<file path="src/rtl/sram_frame_recorder.sv">
// SRAM record/playback controller: one fixed 5-cycle SRAM access per qualified pixel strobe,
// with frame-aligned start, single or looped playback and record-length capture.
module sram_frame_recorder #(
    parameter int          ADDR_W    = 18,
    parameter int          DATA_W    = 8,
    parameter int unsigned FRAME_LEN = 2**ADDR_W
) (
    input  logic              clk_x5,
    input  logic              reset,
    input  logic [1:0]        mode,
    input  logic              frame_start,
    input  logic              pix_stb,
    input  logic              pix_valid,
    input  logic [DATA_W-1:0] pix_in,
    output logic [DATA_W-1:0] pix_out,
    output logic              pix_out_valid,
    output logic [ADDR_W-1:0] sram_addr,
    output logic [DATA_W-1:0] sram_dq_o,
    output logic              sram_dq_oe,
    input  logic [DATA_W-1:0] sram_dq_i,
    output logic              sram_we_n,
    output logic              sram_oe_n,
    output logic              sram_cs_n,
    output logic              busy,
    output logic              done,
    output logic              overflow,
    output logic [ADDR_W:0]   rec_len
);

    localparam logic [ADDR_W:0] FRAME_LEN_C = (ADDR_W+1)'(FRAME_LEN);
    localparam logic [1:0] MODE_IDLE = 2'b00;
    localparam logic [1:0] MODE_REC  = 2'b01;
    localparam logic [1:0] MODE_ONCE = 2'b10;
    localparam logic [1:0] MODE_LOOP = 2'b11;

    typedef enum logic [1:0] {IDLE, ARM, RUN} state_t;

    state_t            state_q, state_d;
    logic [1:0]        run_mode;
    logic              acc_on;
    logic [2:0]        phase;
    logic [ADDR_W:0]   word_cnt;
    logic [ADDR_W:0]   limit;
    logic              is_write, mode_abort, acc_busy, acc_last;
    logic              arm_go, empty_play, reached, end_run, loop_back, start_acc;
    logic              done_d;

    // Phase 4 (A4) is not busy, so a strobe there starts the next access back-to-back.
    assign is_write   = (run_mode == MODE_REC);
    assign mode_abort = (mode == MODE_IDLE);
    assign acc_busy   = acc_on && (phase != 3'd4);
    assign acc_last   = acc_on && (phase == 3'd4);
    assign limit      = is_write ? FRAME_LEN_C : rec_len;
    assign arm_go     = (state_q == ARM) && !mode_abort && frame_start;
    assign empty_play = !is_write && (rec_len == '0);
    assign reached    = acc_last && (word_cnt == limit);
    assign end_run    = (state_q == RUN) &&
                        ((acc_last && (reached || mode_abort)) || (!acc_on && mode_abort));
    assign loop_back  = reached && (run_mode == MODE_LOOP) && !mode_abort;
    assign start_acc  = pix_stb && pix_valid && !acc_busy && !mode_abort &&
                        (((state_q == RUN) && !end_run) || (arm_go && !empty_play));

    always_ff @(posedge clk_x5 or negedge reset) begin
        if (!reset) state_q <= IDLE;
        else        state_q <= state_d;
    end

    always_comb begin
        state_d = state_q;
        case (state_q)
            IDLE: if (!mode_abort) state_d = ARM;
            ARM: begin
                if (mode_abort)
                    state_d = IDLE;
                else if (frame_start)
                    state_d = empty_play ? ((run_mode == MODE_LOOP) ? ARM : IDLE) : RUN;
            end
            RUN: if (end_run) state_d = loop_back ? ARM : IDLE;
            default: state_d = IDLE;
        endcase
    end

    always_comb begin
        busy   = (state_q == ARM) || (state_q == RUN);
        done_d = 1'b0;
        if (arm_go && empty_play && (run_mode == MODE_ONCE))
            done_d = 1'b1;
        if (end_run && (is_write || ((run_mode == MODE_ONCE) && reached)))
            done_d = 1'b1;
    end

    // Access sequencer and datapath; reset abandons any access with all strobes deasserted.
    always_ff @(posedge clk_x5 or negedge reset) begin
        if (!reset) begin
            run_mode      <= MODE_IDLE;
            acc_on        <= 1'b0;
            phase         <= 3'd0;
            word_cnt      <= '0;
            sram_addr     <= '0;
            sram_dq_o     <= '0;
            sram_dq_oe    <= 1'b0;
            sram_we_n     <= 1'b1;
            sram_oe_n     <= 1'b1;
            sram_cs_n     <= 1'b1;
            pix_out       <= '0;
            pix_out_valid <= 1'b0;
            done          <= 1'b0;
            overflow      <= 1'b0;
            rec_len       <= FRAME_LEN_C;
        end else begin
            pix_out_valid <= 1'b0;
            done          <= done_d;
            if (pix_stb && acc_busy)
                overflow <= 1'b1;
            if ((state_q == IDLE) && !mode_abort)
                run_mode <= mode;
            if (arm_go || loop_back) begin
                sram_addr <= '0;
                word_cnt  <= '0;
            end
            if (end_run && is_write)
                rec_len <= word_cnt;

            if (start_acc) begin
                acc_on    <= 1'b1;
                phase     <= 3'd0;
                sram_cs_n <= 1'b0;
                if (is_write) begin
                    sram_dq_o  <= pix_in;
                    sram_dq_oe <= 1'b1;
                end else begin
                    sram_oe_n  <= 1'b0;
                end
            end else if (acc_on) begin
                case (phase)
                    3'd0: begin
                        phase <= 3'd1;
                        if (is_write) sram_we_n <= 1'b0;
                    end
                    3'd1: phase <= 3'd2;
                    3'd2: begin
                        phase <= 3'd3;
                        if (is_write) begin
                            sram_we_n <= 1'b1;
                        end else begin
                            pix_out       <= sram_dq_i;
                            pix_out_valid <= 1'b1;
                        end
                    end
                    3'd3: begin
                        phase      <= 3'd4;
                        sram_dq_oe <= 1'b0;
                        sram_oe_n  <= 1'b1;
                        sram_cs_n  <= 1'b1;
                        if (!loop_back) sram_addr <= sram_addr + ADDR_W'(1);
                        word_cnt   <= word_cnt + (ADDR_W+1)'(1);
                    end
                    default: acc_on <= 1'b0;
                endcase
            end
        end
    end

endmodule

</file>
<file path="config.mk">
export PLATFORM = sky130hd
export DESIGN_NAME = sram_frame_recorder
export DESIGN_NICKNAME = d
export VERILOG_FILES = /design/src/rtl/sram_frame_recorder.sv
export SDC_FILE = /design/constraint.sdc
export NUM_CORES = 1
export LEC_CHECK = 0
export BUFFER_PORTS_ARGS = -buffer_cell sky130_fd_sc_hd__buf_4
export CORE_UTILIZATION = 56
export CTS_BUF_LIST = sky130_fd_sc_hd__clkbuf_16
export CTS_CLUSTER_SIZE = 10
export DETAILED_ROUTE_END_ITERATION = 8
export HOLD_SLACK_MARGIN = 0.1
export PLACE_DENSITY = 0.77
export RECOVER_POWER = 50
export SETUP_SLACK_MARGIN = 0.05
export SKIP_LAST_GASP = 1
export SYNTH_ARGS = -nofsm -noshare
export SYNTH_HDL_FRONTEND = slang
export SYNTH_SLANG_ARGS = --single-unit
</file>
<file path="constraint.sdc">
create_clock -name clk_x5 -period 5.8 [get_ports clk_x5]
set_input_delay 1.16 -clock clk_x5 [delete_from_list [all_inputs] [get_ports clk_x5]]
set_output_delay 1.16 -clock clk_x5 [all_outputs]
set_load 0.005 [all_outputs]
</file>
==> impl_metrics.py <==
metrics = {
    "place": {
        "placed_area_sq_um": 5240,
        "dp_hpwl_mm": 6.99,
        "io_buffer_count": 83,
        "dp.cells": 639,
        "gp_congestion": 0.922,
    },
    "finish": {
        "syn_to_final_growth_pct": 20.8,
        "fin_cells": 655,
        "layout_commonest_cell": "dfrtp_1",
        "fillCellCount": 638,
        "fin_util_pct": 71.0,
        "nets": 577,
        "drive_above_1_share_pct": 25.0,
        "final_cell_mix": "dfrtp_1 (83), buf_4 (65), nand2_1 (61)",
        "diodes": 0,
        "fin_area_sq_um": 5570,
    },
    "sta": {
        "setup_tns_ns": 0,
        "worst_pin_slew_ns": 2.10,
        "max_freq_mhz": 322,
        "hold_viol": 0,
        "fin_crit_sh_pct": 53.5,
        "slew_violations": 88,
        "maxSlewHeadroom_pct": -39.7,
        "setup_viol": 0,
        "rsz0062_at_grt": "no",
        "clock-skew-final_ns": 0.00548,
        "fin_crit_ns": 3.10,
    },
    "synthesis": {
        "synth.net_count": 510,
        "synth_area_per_cell_sq_um": 9.58,
        "synth-main-ff-cell": "dfrtp_1",
        "ys_seq_area_share_pct": 47.4,
        "synth_edf_count": 0,
        "netlist_area_sq_um": 4610,
        "synthDistinctLibCells": 61,
        "synth_seq_cells": 87,
        "synthArstFlopShare_pct": 100,
        "ys_warn_count": 0,
        "synth_cells": 481,
    },
    "die": {
        "initial_core_util_pct": 58.7,
        "core-area_sq_um": 7850,
        "io_pins": 84,
        "die_w_um": 92.7,
        "num_rows": 32,
        "die_h_um": 92.7,
        "dieArea_sq_um": 8600,
    },
    "clock_network": {
        "cts_root_buffer": "clkbuf_16",
        "cts_resized": 0,
        "tritoncts": "built",
        "clk_latency_ns": 0.34,
        "holdBufCountCts": 0,
        "cts_max_level": 3,
        "clockBufferDepth": 2,
        "clkSinkCount": 87,
        "postCtsSetupBuffers": 0,
        "cts-buffers-inserted": 9,
        "clkTransAtPathRegs_ns": 0.07,
    },
    "worst_hold_path": {
        "hp-class": "reg2reg",
    },
    "global_route": {
        "grt_pass1_vias": 3534,
        "grt_use_total_pct": 25.5,
        "grt_max_degree": 88,
        "grt_pass1_wl_mm": 17.1,
        "grt-ovfl-total": 0,
        "grt_antenna_before_repair": 0,
    },
    "setup_path": {
        "worstPathArrival_ns": 3.30,
        "startpoint_type": "flip-flop",
        "worst-path-max-fanout": 27,
        "critPathKind": "reg2reg",
        "required_ns": 6.00,
        "endpoint_kind": "flip-flop",
    },
    "power": {
        "ir_worst_vdd_mv": 0.247,
        "p_per_area_nw_per_um2": 509,
        "p_leak_uw": 0.00260,
    },
    "route": {
        "vias_per_cell": 5.98,
        "routed_wl_mm": 10.5,
        "ant_nets": 0,
        "firstDrtPassIters": 5,
        "vias": 3914,
        "drc": 0,
        "post_drt_wl_per_cell_um": 16.0,
        "drtIter0Drc": 254,
    },
    "run": {
        "maxCapViolations": 1,
    },
    "outcome": {
        "status": "finished, violations left",
        "violations": "max-capacitance violations, max-slew violations",
    },
}
-- path summary, 6_finish.rpt --
path,start,endpoint,slack (ns),cells past startpoint
hold reg to reg,pix_out[3],pix_out[3],0.48,2
hold / removal,pix_out[3],pix_out[3],0.48,2
max in group asynchronous,reset,phase[0],3.14,1
setup / recovery,run_mode[0],sram_addr[5],2.70,8
setup reg to reg,run_mode[0],sram_addr[5],2.70,8
min in group asynchronous,reset,rec_len[3],1.42,1
-- layout make-up --
type                    count  area [sq um]  share of cell area, %
clock buffers               9           225                   4.04
multi-input cells         353          2250                   40.4
inverters                  12          45.0                  0.809
well taps                 102           128                   2.29
repair buffers             85           636                   11.4
flip-flops and latches     87          2180                   39.2
clock inverters             7           103                   1.84
-- metal layers --
metal | global-route usage (%) | wire length (um) | vias up
met5 | 0 | 0 | -
met3 | 4.43 | 601 | 15
met2 | 39.0 | 4920 | 131
met4 | 10.4 | 172 | 0
li1 | - | - | 1867
met1 | 36.0 | 4770 | 1901
-- flip-flops by register name, summed over array words and instances, names as in the netlist --
signal and cells:
sram_cs_n 1, word_cnt 19, sram_dq_oe 1, sram_addr 18, sram_oe_n 1, pix_out 8
run_mode 2, done 1, acc_on 1, overflow 1, state_q 2, rec_len 19
sram_we_n 1, pix_out_valid 1, sram_dq_o 8, phase 3
-- cells by family (layout without fill, tap and decap cells) --
group	after synthesis	after routing	synth area share, %
and+or+nand+nor	202	202	22.0
xor gates and xnor gates	7	7	1.33
buffers and inverters	41	113	3.83
muxes	29	29	7.79
AOI/OAI and AO/OA	109	109	16.0
DFF	87	87	47.4
adders and majority gates	6	6	1.63
-- worst max-delay path, cell delays in order, from the launching register on --
cell     delay (ns)
dfrtp_1        0.44
nor2b_1        0.15
buf_4          0.24
nor2_1         0.08
o32ai_1        0.37
nand4_1        0.23
or4_1          0.75
nand2_2        0.51
a31oi_1        0.16
-- metrics by stage --
stage	setup slack (ns)	power [uW]	hold slack, ns
after detailed placement	2.40	2210	0.468
final	2.70	2830	0.481
after global placement	2.42	2170	0.447
after global routing	2.44	3020	0.502
after floorplan	3.13	1750	0.451
after CTS	2.72	2850	0.485
-- synth_stat cells, types with 7 or more instances --
cell type / count / area (sq um)
nor2b_1: 12 / 75.1
mux2_2: 16 / 180
mux2_4: 9 / 135
clkbuf_1: 21 / 78.8
inv_1: 11 / 41.3
a21oi_1: 34 / 170
a31oi_1: 24 / 150
nand2_1: 61 / 229
nand3_1: 33 / 165
o21a_1: 14 / 105
o21ai_0: 9 / 45.0
and3_1: 10 / 62.6
nor3_1: 7 / 35.0
dfrtp_1: 83 / 2080
nor2_1: 41 / 154
-- where the power goes --
| part | switching (uW) | leakage, uW | internal [uW] |
|---|---|---|---|
| Clock | 251 | 0.000157 | 382 |
| Sequential | 311 | 0.00113 | 846 |
| Combinational | 485 | 0.00132 | 560 |
Note: power is estimated with default switching activity, not from simulation.
